## config.mk

```make
export PLATFORM = sky130hd
export DESIGN_NAME = clock_setup_ctrl
export DESIGN_NICKNAME = d
export VERILOG_FILES = /design/src/rtl/clock_setup_ctrl.sv
export SDC_FILE = /design/constraint.sdc
export NUM_CORES = 1
export LEC_CHECK = 0
export CAP_MARGIN = 0
export CORE_MARGIN = 3
export CORE_UTILIZATION = 45
export DETAILED_ROUTE_END_ITERATION = 12
export PLACE_DENSITY = 0.75
export SYNTH_ARGS = -nofsm -noshare
export SYNTH_HDL_FRONTEND = slang
export SYNTH_SLANG_ARGS = --single-unit
```

## constraint.sdc

```tcl
create_clock -name clk -period 2.75 [get_ports clk]
set_input_delay 0.55 -clock clk [delete_from_list [all_inputs] [get_ports clk]]
set_output_delay 0.55 -clock clk [all_outputs]
set_load 0.02 [all_outputs]
```

## src/rtl/clock_setup_ctrl.sv

```systemverilog
// rtl/clock_setup_ctrl.sv - button sequencer for alarm-clock time/alarm setting and snooze
module clock_setup_ctrl #(
  parameter int REPEAT_DELAY = 2,
  parameter int TIMEOUT      = 30,
  parameter int SNOOZE_MIN   = 5
) (
  input  logic       clk,
  input  logic       reset,
  input  logic       btn_mode,
  input  logic       btn_up,
  input  logic       btn_snooze,
  input  logic       alarm_active,
  input  logic [1:0] cur_hour1,
  input  logic [3:0] cur_hour0,
  input  logic [3:0] cur_min1,
  input  logic [3:0] cur_min0,
  output logic [1:0] Hour_in1,
  output logic [3:0] Hour_in0,
  output logic [3:0] Minute_in1,
  output logic [3:0] Minute_in0,
  output logic       Load_time,
  output logic       Load_alarm,
  output logic       Stop_alarm,
  output logic [2:0] edit_state
);

  typedef enum logic [2:0] {
    S_IDLE   = 3'd0,
    S_T_HOUR = 3'd1,
    S_T_MIN  = 3'd2,
    S_A_HOUR = 3'd3,
    S_A_MIN  = 3'd4
  } state_t;

  localparam int TW = $clog2(TIMEOUT + 1);
  localparam int HW = $clog2(REPEAT_DELAY + 1);

  state_t          r_state, w_state_nxt;
  logic            r_mode_prev, r_up_prev, r_snz_prev;
  logic [1:0]      r_e_h1, w_e_h1;
  logic [3:0]      r_e_h0, r_e_m1, r_e_m0, w_e_h0, w_e_m1, w_e_m0;
  logic [1:0]      r_s_h1, w_s_h1;
  logic [3:0]      r_s_h0, r_s_m1, r_s_m0, w_s_h0, w_s_m1, w_s_m0;
  logic            r_snz_pend, w_snz_pend;
  logic            r_reload, w_reload;
  logic [TW-1:0]   r_to_cnt, w_to_cnt;
  logic [HW-1:0]   r_hold_cnt;
  logic [1:0]      r_hour_in1, w_hour_in1;
  logic [3:0]      r_hour_in0, r_min_in1, r_min_in0, w_hour_in0, w_min_in1, w_min_in0;
  logic            r_load_time, r_load_alarm, r_stop_alarm;
  logic            w_load_time, w_load_alarm, w_stop_alarm;

  logic w_mode_edge, w_up_edge, w_snz_edge, w_repeat, w_up_evt;
  assign w_mode_edge = btn_mode & ~r_mode_prev;
  assign w_up_edge   = btn_up & ~r_up_prev;
  assign w_snz_edge  = btn_snooze & ~r_snz_prev;
  assign w_repeat    = btn_up & r_up_prev & (r_hold_cnt >= HW'(REPEAT_DELAY));
  assign w_up_evt    = w_up_edge | w_repeat;

  // BCD increment of the edit fields; hours wrap at 23, minutes at 59
  logic       w_h_wrap;
  logic [1:0] w_inc_h1;
  logic [3:0] w_inc_h0, w_inc_m1, w_inc_m0;
  assign w_h_wrap = (r_e_h1 == 2'd2) && (r_e_h0 == 4'd3);
  assign w_inc_h1 = w_h_wrap ? 2'd0 : ((r_e_h0 == 4'd9) ? 2'(r_e_h1 + 2'd1) : r_e_h1);
  assign w_inc_h0 = (w_h_wrap || r_e_h0 == 4'd9) ? 4'd0 : 4'(r_e_h0 + 4'd1);
  assign w_inc_m0 = (r_e_m0 == 4'd9) ? 4'd0 : 4'(r_e_m0 + 4'd1);
  assign w_inc_m1 = (r_e_m0 != 4'd9) ? r_e_m1 : ((r_e_m1 == 4'd5) ? 4'd0 : 4'(r_e_m1 + 4'd1));

  logic [6:0] w_snz_mtot, w_snz_m;
  logic [4:0] w_snz_htot, w_snz_h;
  logic       w_snz_carry;
  assign w_snz_mtot  = 7'(cur_min1) * 7'd10 + 7'(cur_min0) + 7'(SNOOZE_MIN);
  assign w_snz_carry = (w_snz_mtot >= 7'd60);
  assign w_snz_m     = w_snz_carry ? 7'(w_snz_mtot - 7'd60) : w_snz_mtot;
  assign w_snz_htot  = 5'(cur_hour1) * 5'd10 + 5'(cur_hour0) + 5'(w_snz_carry);
  assign w_snz_h     = (w_snz_htot >= 5'd24) ? 5'(w_snz_htot - 5'd24) : w_snz_htot;

  always_comb begin
    w_state_nxt  = r_state;
    w_e_h1 = r_e_h1; w_e_h0 = r_e_h0; w_e_m1 = r_e_m1; w_e_m0 = r_e_m0;
    w_s_h1 = r_s_h1; w_s_h0 = r_s_h0; w_s_m1 = r_s_m1; w_s_m0 = r_s_m0;
    w_snz_pend   = r_snz_pend;
    w_reload     = 1'b0;
    w_to_cnt     = '0;
    w_hour_in1 = r_hour_in1; w_hour_in0 = r_hour_in0;
    w_min_in1  = r_min_in1;  w_min_in0  = r_min_in0;
    w_load_time  = 1'b0;
    w_load_alarm = 1'b0;
    w_stop_alarm = 1'b0;

    // Deferred restore of the real alarm after a snoozed alarm is dismissed
    if (r_reload) begin
      w_load_alarm = 1'b1;
      w_hour_in1 = r_s_h1; w_hour_in0 = r_s_h0; w_min_in1 = r_s_m1; w_min_in0 = r_s_m0;
      w_snz_pend = 1'b0;
    end

    if (r_state == S_IDLE) begin
      if (w_mode_edge) begin
        w_state_nxt = S_T_HOUR;
        w_e_h1 = cur_hour1; w_e_h0 = cur_hour0; w_e_m1 = cur_min1; w_e_m0 = cur_min0;
      end else if (alarm_active && w_snz_edge) begin
        w_stop_alarm = 1'b1;
        w_load_alarm = 1'b1;
        w_hour_in1 = 2'(w_snz_h / 5'd10);
        w_hour_in0 = 4'(w_snz_h % 5'd10);
        w_min_in1  = 4'(w_snz_m / 7'd10);
        w_min_in0  = 4'(w_snz_m % 7'd10);
        w_snz_pend = 1'b1;
      end else if (alarm_active && w_up_edge) begin
        w_stop_alarm = 1'b1;
        w_reload     = r_snz_pend;
      end
    end else begin
      if (w_mode_edge) begin
        case (r_state)
          S_T_HOUR: w_state_nxt = S_T_MIN;
          S_T_MIN: begin
            w_state_nxt = S_A_HOUR;
            w_load_time = 1'b1;
            w_hour_in1 = r_e_h1; w_hour_in0 = r_e_h0; w_min_in1 = r_e_m1; w_min_in0 = r_e_m0;
            w_e_h1 = r_s_h1; w_e_h0 = r_s_h0; w_e_m1 = r_s_m1; w_e_m0 = r_s_m0;
          end
          S_A_HOUR: w_state_nxt = S_A_MIN;
          default: begin
            w_state_nxt  = S_IDLE;
            w_load_alarm = 1'b1;
            w_hour_in1 = r_e_h1; w_hour_in0 = r_e_h0; w_min_in1 = r_e_m1; w_min_in0 = r_e_m0;
            w_s_h1 = r_e_h1; w_s_h0 = r_e_h0; w_s_m1 = r_e_m1; w_s_m0 = r_e_m0;
          end
        endcase
      end else if (w_up_evt) begin
        if (r_state == S_T_HOUR || r_state == S_A_HOUR) begin
          w_e_h1 = w_inc_h1; w_e_h0 = w_inc_h0;
        end else begin
          w_e_m1 = w_inc_m1; w_e_m0 = w_inc_m0;
        end
      end else if (r_to_cnt == TW'(TIMEOUT - 1)) begin
        w_state_nxt = S_IDLE;
      end else begin
        w_to_cnt = TW'(r_to_cnt + TW'(1));
      end
    end
  end

  always_ff @(posedge clk or posedge reset) begin
    if (reset) begin
      r_state <= S_IDLE;
      r_mode_prev <= 1'b0; r_up_prev <= 1'b0; r_snz_prev <= 1'b0;
      r_e_h1 <= '0; r_e_h0 <= '0; r_e_m1 <= '0; r_e_m0 <= '0;
      r_s_h1 <= '0; r_s_h0 <= '0; r_s_m1 <= '0; r_s_m0 <= '0;
      r_snz_pend <= 1'b0; r_reload <= 1'b0;
      r_to_cnt <= '0; r_hold_cnt <= '0;
      r_hour_in1 <= '0; r_hour_in0 <= '0; r_min_in1 <= '0; r_min_in0 <= '0;
      r_load_time <= 1'b0; r_load_alarm <= 1'b0; r_stop_alarm <= 1'b0;
    end else begin
      r_state <= w_state_nxt;
      r_mode_prev <= btn_mode; r_up_prev <= btn_up; r_snz_prev <= btn_snooze;
      r_e_h1 <= w_e_h1; r_e_h0 <= w_e_h0; r_e_m1 <= w_e_m1; r_e_m0 <= w_e_m0;
      r_s_h1 <= w_s_h1; r_s_h0 <= w_s_h0; r_s_m1 <= w_s_m1; r_s_m0 <= w_s_m0;
      r_snz_pend <= w_snz_pend; r_reload <= w_reload;
      r_to_cnt <= w_to_cnt;
      if (!btn_up)
        r_hold_cnt <= '0;
      else if (w_up_edge)
        r_hold_cnt <= HW'(1);
      else if (r_hold_cnt < HW'(REPEAT_DELAY))
        r_hold_cnt <= HW'(r_hold_cnt + HW'(1));
      r_hour_in1 <= w_hour_in1; r_hour_in0 <= w_hour_in0;
      r_min_in1 <= w_min_in1; r_min_in0 <= w_min_in0;
      r_load_time <= w_load_time; r_load_alarm <= w_load_alarm; r_stop_alarm <= w_stop_alarm;
    end
  end

  assign Hour_in1   = r_hour_in1;
  assign Hour_in0   = r_hour_in0;
  assign Minute_in1 = r_min_in1;
  assign Minute_in0 = r_min_in0;
  assign Load_time  = r_load_time;
  assign Load_alarm = r_load_alarm;
  assign Stop_alarm = r_stop_alarm;
  assign edit_state = r_state;

endmodule
```

==> flow_metrics.tcl <==
set metrics [dict create \
    io_pins 40 \
    numCtsBuffers 9 \
    yosysTopAreaCell "dfrtp_1" \
    finalWeightedCongestion 0.879 \
    max-cap-violations 0 \
    detailroute.via_count 4694 \
    num_antenna_cells 0 \
    clock_path_buffers 2 \
    initial_antenna_violation_count 0 \
    largest_register "r_to_cnt" \
    critPathArrivalTime_ns 5.17 \
    wl_per_cell_um 17.5 \
    synth.top_cell.area_share_pct 33.7 \
    cts.clk_slew.worst_paths_ns 0.07 \
    overflow 0 \
    power-per-cell-area_mw_per_mm2 978 \
    postRouteAntennaNets 0 \
    hold_viol_final 0 \
    postSynthCellCount 529 \
    cts.sinks 60 \
    grt_pass1_vias 4698 \
    grt_max_degree 33 \
    largest_vdd_supply_drop_v 0.000487 \
    synth_top_cells_by_area "dfrtp_1 34%, ha_1 7.6%, a21oi_1 5.5%" \
    maxClockFrequency_mhz 202 \
    netlist_area_mm2 0.00446 \
    setup_slack_ns -2.20 \
    largest_reg_flops 5 \
    synth.distinct_cells 62 \
    areaGrowthSynthToFinish_pct 47.5 \
    dr.first_iter.drc_count 295 \
    finalSetupViolCount 13 \
    place.port_buffers 39 \
    startpoint_type "primary input" \
    cts-hold-fix-buffers 0 \
    insertion_delay_ns 0.34 \
    total_power_mw 6.43 \
    place_ws_ns -3.21 \
    worst_clock_skew_ns 0.0133 \
    dieWidth_um 106 \
    finish.net_count 723 \
    cp_max_fo 3 \
    totalWireLength_um 14100 \
    via_count_normalized_by_instance_count 5.82 \
    worstHoldPathType "flop to flop" \
    design.core.area_mm2 0.00942 \
    violations "negative setup slack" \
    grt.total_usage_pct 25.3 \
    criticalPathCategory "primary input to flop" \
    rsz0062_at_grt "true" \
    finalCriticalPeriod_ns 4.95 \
    clockRootBuffer "clkbuf_8" \
    die_area_mm2 0.0111 \
    grt_pass1_wl_um 22900 \
    cts_tree "done" \
    ff2ff_setup_slack_ns 0.54 \
    pleak_nw 2.89 \
    placementRows 35 \
    drt_pass1_iterations 6 \
    drt_drc_violations_left 0 \
    dp.final_hpwl_um 9950 \
    syn-num-nets 579 \
    worst-endpoint-required_ns 2.97 \
    layout-drive-gt1-share_pct 34.5 \
    number_of_enable_flip_flop_cells_after_synthesis 0 \
    status "finished with violations" \
    ys_ff_latch 60 \
    async_reset_ff_share_pct 100 \
    die_h_um 106 \
    hold_ws_ns 0.489 \
    max-slew-margin-rel_pct 63.9 \
    synth_ff_type "dfrtp_1" \
    synth_common_cells "60 x dfrtp_1, 60 x nand2_1, 49 x a21oi_1" \
    synth.yosys.seq_area_share_pct 33.7 \
    setup.worst_path.end_class "flop" \
    tcrit_tclk_final_pct 180 \
    yosysWarningCount 0 \
    effective_utilization_at_floorplan_pct 47.3 \
    drv_slew 0 \
    syn-mean-instance-area_um2 8.42 \
    worst-slew-pin-transition_ns 0.541 \
    number_of_levels_in_the_clock_h_tree 3 \
]
[placed cells by master (no fill, tap or decap), types with 7 or more instances in the layout]
| master | count |
|---|---|
| o21ai_1 | 7 |
| clkdlybuf4s50_1 | 31 |
| buf_6 | 11 |
| a21o_1 | 8 |
| mux2_2 | 11 |
| nor2_1 | 34 |
| o211ai_1 | 14 |
| a21oi_1 | 36 |
| ha_1 | 13 |
| a21oi_2 | 11 |
| dfrtp_1 | 60 |
| clkbuf_8 | 9 |
| nor3_1 | 7 |
| buf_4 | 107 |
| nand2_1 | 57 |
| inv_1 | 24 |
| ha_4 | 11 |
| xor2_1 | 7 |
| nand3_1 | 16 |
| mux2i_1 | 15 |
| o21ai_0 | 38 |
[report_power, final]
group          switching [mW]  internal (mW)
logic                    1.96           1.89
registers               0.394           1.22
clock network           0.363          0.604
[critical path, stage by stage]
cell and delay, ns:
buf_8 0.10, ha_4 0.24, ha_4 0.16, fa_2 0.41, xor2_4 0.21, ha_2 0.21, and2_4 0.15, a21oi_4 0.13
o21ai_4 0.09, ha_4 0.18, fa_2 0.35, a21o_1 0.17, a21oi_2 0.13, xor2_1 0.20, nand2_1 0.12, ha_2 0.21
buf_4 0.13, buf_4 0.13, or4_1 0.55, a21o_1 0.25, a21oi_2 0.14, xor2_1 0.08, a211oi_1 0.20, a21oi_1 0.06
[cells by family (layout without fill, tap and decap cells)]
kind of cell | count (synthesis) | count (layout) | share of synthesized area (%)
xor+xnor | 16 | 16 | 3.15
buf+inv | 52 | 201 | 4.41
fa+ha+maj | 30 | 30 | 8.93
simple gates | 169 | 169 | 18.2
mux | 27 | 27 | 6.37
flops | 60 | 60 | 33.7
compound gates | 175 | 175 | 25.3
[area by class of cell]
type                       count  area [um2]
clock buffer                  10         128
fill                         707        2840
sequential                    60        1500
clock inverter                 6         113
tap                          129         161
inverter                      28         105
multi-input combinational    417        3230
timing repair buffer         157        1340
[what timing repair did]
| action | in CTS | in global routing |
|---|---|---|
| endpoints found under the setup margin | 13 | 13 |
| gates resized for setup | 72 | 35 |
| setup buffers | 16 | 6 |
| pin swaps | 45 | 33 |
[worst paths after layout]
check,startpoint,end,cells past startpoint
worst min register to register,r_up_prev,r_hold_cnt[0],1
max in group asynchronous,reset,edit_state[1],3
min in group asynchronous,reset,Hour_in1[1],2
worst min-delay path,r_up_prev,r_hold_cnt[0],1
worst max register to register,r_e_h0[0],r_e_h1[0],8
worst max-delay path,cur_min0[1],Hour_in0[3],24
[routing by layer]
layer | vias to the layer above | part of all wire [%] | GRT usage (%)
met2 | 160 | 51 | 42.9
met5 | - | 0 | 0
met3 | 28 | 5.2 | 3.86
met4 | 0 | 2.2 | 9.16
met1 | 2291 | 42 | 32.6
li1 | 2215 | - | -
[stage by stage]
step	utilization [%]	TNS (ns)	instance area, um2	instances
after floorplan	-	-18.79	4640	529
final	69.8	-16.79	6570	807
after global routing	69.8	-18.57	6570	807
after detailed placement	62.4	-28.73	5870	773
after global placement	62.4	-27.18	5870	773
after CTS	68.0	-16.84	6410	804
(Power assumes the default switching activity.)
